## config.mk

```make
export PLATFORM = sky130hd
export DESIGN_NAME = key_event_filter
export DESIGN_NICKNAME = d
export VERILOG_FILES = /design/src/rtl/game_pkg.sv /design/src/rtl/key_sync.sv /design/src/rtl/key_event_filter.sv
export SDC_FILE = /design/constraint.sdc
export NUM_CORES = 1
export LEC_CHECK = 0
export BUFFER_PORTS_ARGS = -buffer_cell sky130_fd_sc_hd__buf_4
export CORE_MARGIN = 8
export CORE_UTILIZATION = 35
export DETAILED_ROUTE_END_ITERATION = 12
export SYNTH_ARGS = -nofsm -noshare
export SYNTH_HDL_FRONTEND = slang
export SYNTH_SLANG_ARGS = --single-unit
```

## constraint.sdc

```tcl
create_clock -name Clk -period 1.6 [get_ports Clk]
set_input_delay 0.24 -clock Clk [delete_from_list [all_inputs] [get_ports Clk]]
set_output_delay 0.24 -clock Clk [all_outputs]
set_load 0.02 [all_outputs]
```

## src/rtl/game_pkg.sv

```systemverilog
// Shared types and key constants for the keyboard front end.
package game_pkg;

  typedef enum logic [1:0] {
    IDLE   = 2'd0,
    HELD   = 2'd1,
    REPEAT = 2'd2
  } key_state_t;

  localparam logic [7:0] KEY_NONE  = 8'h00;
  localparam logic [7:0] KEY_ENTER = 8'h28;

  function automatic logic is_key(input logic [7:0] code);
    return code != KEY_NONE;
  endfunction

endpackage

```

## src/rtl/key_sync.sv

```systemverilog
// Two-flop synchronizer for the 8-bit raw scan code; only the second flop is used downstream.
module key_sync
  import game_pkg::*;
(
  input  logic       Clk,
  input  logic       Reset,
  input  logic [7:0] din,
  output logic [7:0] dout
);

  logic [7:0] meta_q, meta_d;
  logic [7:0] sync_q, sync_d;

  always_comb begin
    meta_d = din;
    sync_d = meta_q;
  end

  always_ff @(posedge Clk) begin
    if (Reset) begin
      meta_q <= KEY_NONE;
      sync_q <= KEY_NONE;
    end else begin
      meta_q <= meta_d;
      sync_q <= sync_d;
    end
  end

  assign dout = sync_q;

endmodule

```

## src/rtl/key_event_filter.sv

```systemverilog
// Debounces a raw keyboard scan code and emits press/release pulses.
// Define KEY_REPEAT_EN to add the auto-repeat state, its delay/period counters and repeat pulses.
module key_event_filter
  import game_pkg::*;
#(
  parameter int unsigned DEBOUNCE_CYCLES = 16,
  parameter int unsigned REPEAT_DELAY    = 25000000,
  parameter int unsigned REPEAT_PERIOD   = 5000000
) (
  input  logic       Clk,
  input  logic       Reset,
  input  logic [7:0] keycode_raw,
  output logic [7:0] key_code,
  output logic       key_press,
  output logic       key_release,
  output logic       key_held
);

  localparam int unsigned DB_W = $clog2(DEBOUNCE_CYCLES + 1);
  localparam logic [DB_W-1:0] DB_MAX = DB_W'(DEBOUNCE_CYCLES);

  logic [7:0]      sync;
  logic [7:0]      cand_q, cand_d;
  logic [DB_W-1:0] match_q, match_d;
  logic [7:0]      stable_q, stable_d;
  key_state_t      state_q, state_d;
  logic            press_q, press_d;
  logic            release_q, release_d;
  logic            held_q, held_d;
  logic            accept;

`ifdef KEY_REPEAT_EN
  localparam int unsigned DLY_W = $clog2(REPEAT_DELAY + 1);
  localparam int unsigned PER_W = $clog2(REPEAT_PERIOD + 1);
  localparam logic [DLY_W-1:0] DLY_MAX = DLY_W'(REPEAT_DELAY);
  localparam logic [PER_W-1:0] PER_MAX = PER_W'(REPEAT_PERIOD);

  logic [DLY_W-1:0] delay_q, delay_d;
  logic [PER_W-1:0] period_q, period_d;
`else
  // Repeat timing has no effect in this build.
  if (REPEAT_DELAY != 0 || REPEAT_PERIOD != 0) begin : g_repeat_params_ignored
  end
`endif

  key_sync u_sync (
    .Clk   (Clk),
    .Reset (Reset),
    .din   (keycode_raw),
    .dout  (sync)
  );

  // Acceptance fires only on the cycle the match count first reaches its limit.
  always_comb begin
    cand_d  = cand_q;
    match_d = match_q;
    accept  = 1'b0;
    if (sync != cand_q) begin
      cand_d  = sync;
      match_d = '0;
    end else if (match_q != DB_MAX) begin
      match_d = match_q + 1'b1;
      accept  = (match_d == DB_MAX) && (cand_q != stable_q);
    end
  end

  always_comb begin
    state_d   = state_q;
    press_d   = 1'b0;
    release_d = 1'b0;
    stable_d  = stable_q;
`ifdef KEY_REPEAT_EN
    delay_d  = delay_q;
    period_d = period_q;
`endif
    if (accept) begin
      stable_d  = cand_q;
      state_d   = is_key(cand_q) ? HELD : IDLE;
      press_d   = is_key(cand_q);
      release_d = !is_key(cand_q);
`ifdef KEY_REPEAT_EN
      delay_d  = '0;
      period_d = '0;
`endif
    end else begin
      case (state_q)
        HELD: begin
`ifdef KEY_REPEAT_EN
          if (delay_q == DLY_MAX - 1'b1) begin
            delay_d  = DLY_MAX;
            period_d = '0;
            press_d  = 1'b1;
            state_d  = REPEAT;
          end else if (delay_q != DLY_MAX) begin
            delay_d = delay_q + 1'b1;
          end
`endif
        end
        REPEAT: begin
`ifdef KEY_REPEAT_EN
          if (period_q == PER_MAX - 1'b1) begin
            period_d = '0;
            press_d  = 1'b1;
          end else begin
            period_d = period_q + 1'b1;
          end
`endif
        end
        default: ;
      endcase
    end
    held_d = is_key(stable_d);
  end

  always_ff @(posedge Clk) begin
    if (Reset) begin
      cand_q    <= KEY_NONE;
      match_q   <= '0;
      stable_q  <= KEY_NONE;
      state_q   <= IDLE;
      press_q   <= 1'b0;
      release_q <= 1'b0;
      held_q    <= 1'b0;
`ifdef KEY_REPEAT_EN
      delay_q  <= '0;
      period_q <= '0;
`endif
    end else begin
      cand_q    <= cand_d;
      match_q   <= match_d;
      stable_q  <= stable_d;
      state_q   <= state_d;
      press_q   <= press_d;
      release_q <= release_d;
      held_q    <= held_d;
`ifdef KEY_REPEAT_EN
      delay_q  <= delay_d;
      period_q <= period_d;
`endif
    end
  end

  assign key_code    = stable_q;
  assign key_press   = press_q;
  assign key_release = release_q;
  assign key_held    = held_q;

endmodule

```

==> flow_metrics.env <==
export IMPL_cts_root_buffer="clkbuf_8"
export IMPL_die_h_um=83.6
export IMPL_drt_iter0_drc=21
export IMPL_ys_top_cells_by_area="dfxtp_1 50%, nor2b_1 9.4%, xor2_1 6.0%"
export IMPL_max_freq_mhz=603
export IMPL_io_buffers=20
export IMPL_synth_area_mux_share=0.0657
export IMPL_critPathArrivalTime_ps=1840
export IMPL_worstHoldEndpoint="u_sync.meta_q[5]"
export IMPL_min_period_ps=1660
export IMPL_worstRegToRegCells=7
export IMPL_finalHoldViolCount=0
export IMPL_worstPathRequired_ps=1780
export IMPL_grt_overflow=0
export IMPL_synth_nets=165
export IMPL_fin_worst_skew_ps=2.72
export IMPL_seqCellArea_um2=818
export IMPL_slew_headroom=0.691
export IMPL_fin_nets=205
export IMPL_hp_start="keycode_raw[5]"
export IMPL_antenna_found_initial=0
export IMPL_dpl_hpwl_um=2240
export IMPL_critical_path_class="register to register"
export IMPL_crit_slowest_cell="dfxtp_2"
export IMPL_postRouteWirelength_um=3010
export IMPL_p_per_area_mw_per_mm2=970
export IMPL_yosys_area_share_xor_xnor=0.115
export IMPL_grt_pass1_vias=1188
export IMPL_viasPerCell=4.47
export IMPL_crit_chain="inv_2 > ha_2 > nand2b_1 > nand2_1 > o31ai_2 > and4_4 > mux2_4"
export IMPL_cpLargestDelayFamily="simple AND/OR/NAND/NOR gates"
export IMPL_yosys_register_bits=40
export IMPL_hold_depth=2
export IMPL_firstDrtPassIters=3
export IMPL_netlist_instances=152
export IMPL_setup_ws_ps=-58.9
export IMPL_worstSetupEndpointType="register"
export IMPL_netlist_area_leader_share=0.500
export IMPL_initial_core_util=0.365
export IMPL_violations="setup timing"
export IMPL_rsz0062_at_grt="yes"
export IMPL_io_pins=21
export IMPL_cts_made_buffers=5
export IMPL_clk_latency_ps=290
export IMPL_power_total_mw=2.04
export IMPL_yosysSeqAreaShare=0.500
export IMPL_cts_tree="yes"
export IMPL_finalMaxSlewViolations=0
export IMPL_clkTransAtPathRegs_ps=80
export IMPL_hold_path_class="input pin to register"
export IMPL_area_delta_synth_final_pct=31.2
export IMPL_cp_buffers_inverters=1
export IMPL_peakVddDrop_mv=0.574
export IMPL_finalSetupViolations=9
export IMPL_critPathMaxStageDelay_ps=360
export IMPL_clockBufferDepth=2
export IMPL_vias=1095
export IMPL_multi_input_area_um2=782
export IMPL_yosysWarnings=0
export IMPL_die_w_um=83.6
export IMPL_cts_sinks=40
export IMPL_synth_area_leader_cell="dfxtp_1"
export IMPL_dp_slack_ps=-83.9
export IMPL_finalCritPeriodShare=1.04
export IMPL_yosys_cell_types_count=26
export IMPL_htree_levels=2
export IMPL_synth_simple_area_share=0.256
export IMPL_cts_hold_buffers=0
export IMPL_rows=24
export IMPL_r2r_end="key_held"
export IMPL_r2r_setup_slack_ps=-60
export IMPL_syn_cell_area_mm2=0.00160
export IMPL_gp_congestion=0.877
export IMPL_synth_top_family_by_area="simple AND/OR/NAND/NOR gates"
export IMPL_worst_slew_pin_slew_ps=460
export IMPL_drv_cap=0
export IMPL_r2r_start="match_q[0]"
export IMPL_dieArea_mm2=0.00699
export IMPL_setup_tns_final_ps=-332
export IMPL_drc=0
export IMPL_track_usage=0.0908
export IMPL_wl_per_cell_um=12.3
export IMPL_path_max_fanout=3
export IMPL_antenna_cells=0
export IMPL_yosys_area_share_adder=0.0235
export IMPL_power_static_leakage_nw=0.886
export IMPL_worstSetupStartpointType="register"
export IMPL_synth_compound_area_frac=0.0156
export IMPL_status="finished, violations left"
export IMPL_drive_gt1_frac=0.358
export IMPL_ant_nets=0
export IMPL_fillers=423
export IMPL_grt_pass1_wl_um=5290
export IMPL_avgSynthCellArea_um2=10.5
export IMPL_core_mm2=0.00438
export IMPL_grt_max_degree=32
-- layout make-up --
cell class,instances,share of cell area
flip-flops and latches,40,0.390
multi-input cells,104,0.372
repair buffers,39,0.145
clock buffers,6,0.0393
well taps,52,0.0310
clock inverters,2,0.0185
inverters,2,0.00358
-- worst max-delay path by stage --
| stage | from | cells after the start | end | slack [ps] |
|---|---|---|---|---|
| 6_report | match_q[0] | 7 | key_held | -60 |
| 5_1_grt | match_q[0] | 8 | key_code[7] | -140 |
| 4_1_cts | match_q[0] | 8 | key_code[7] | -60 |
| 3_5_place_dp | match_q[0] | 7 | key_held | -80 |
| 3_3_place_gp | match_q[0] | 7 | key_held | -80 |
| 2_1_floorplan | match_q[0] | 8 | key_held | -90 |
-- state kept, by name, summed over array words and instances, names as in the netlist --
signal         count
key_press          1
key_held           1
u_sync.dout        8
match_q            5
cand_q             8
key_code           8
u_sync.meta_q      8
key_release        1
-- what timing repair did --
item                                    4_1_cts  5_1_grt
endpoints found under the setup margin        9       12
buffers inserted                              1        0
resized for setup                             5        3
pin swaps                                     0        3
-- metal layers --
metal  up-vias  wire (um)  GRT usage
met4         0         46     0.0424
met2        21       1410      0.147
li1        576          -          -
met1       493       1390      0.100
met5         -          0          0
met3         5        163     0.0371
-- cell families (layout without fill, tap and decap cells) --
kind of cell,Yosys count,in the layout
flip-flops,40,40
XOR/XNOR,21,21
buffers and inverters,8,49
multiplexers,10,10
AND/OR/NAND/NOR,66,66
adder cells (fa/ha/maj),3,3
AO/OA/AOI/OAI,4,4
-- synthesized netlist by cell type --
master	instances
a211oi_1	1
mux2_4	1
and2_1	1
nor2b_1	24
nand2b_1	15
nor4_1	4
ha_1	3
mux2i_1	9
or2b_1	2
nand4_1	3
inv_1	2
nor4_2	2
dfxtp_1	40
buf_6	1
xnor2_1	10
nand3_1	3
nor2_1	4
nor3b_1	1
a21oi_1	2
o31ai_1	1
or3_1	1
clkbuf_1	5
nor3_1	2
xor2_1	11
nand2_1	3
and4_4	1
-- cell usage in the layout (no fill, tap or decap) --
master     synthesis  layout
and4_4             1       1
a21oi_1            2       2
nor2b_1           24      24
mux2_4             1       1
bufinv_16          0       1
xor2_2             0       1
buf_4              0      38
clkinv_4           0       1
dfxtp_4            0       1
clkbuf_8           0       6
ha_2               0       1
and2_1             1       1
xnor2_1           10      10
dfxtp_2            0      11
dfxtp_1           40      28
o31ai_2            0       1
nand2b_1          15      15
or2b_1             2       2
nand4_1            3       3
a211oi_1           1       1
nor3b_2            0       1
nor4_1             4       4
nor3_1             2       2
or3_1              1       1
nor4_2             2       2
buf_12             0       1
nand2_1            3       3
nor2_1             4       4
ha_1               3       2
inv_2              0       2
xor2_1            11      10
nand3_1            3       3
mux2i_1            9       9
-- per-stage QoR --
step / utilization / instance area [um^2] / cells / hold WS, ps
after floorplan: - / 1620 / 152 / 368
after global placement: 0.445 / 1950 / 236 / 420
after detailed placement: 0.445 / 1950 / 236 / 424
after CTS: 0.477 / 2090 / 245 / 143
after global routing: 0.479 / 2100 / 245 / 147
final: 0.479 / 2100 / 245 / 153
-- power by group --
part / internal, mW / total [mW] / switching (mW)
clock: 0.510 / 0.870 / 0.360
sequential: 1.02 / 1.04 / 0.0157
combinational: 0.0750 / 0.131 / 0.0560
total: 1.61 / 2.04 / 0.431
No activity file was read; power rests on OpenSTA's default activity.
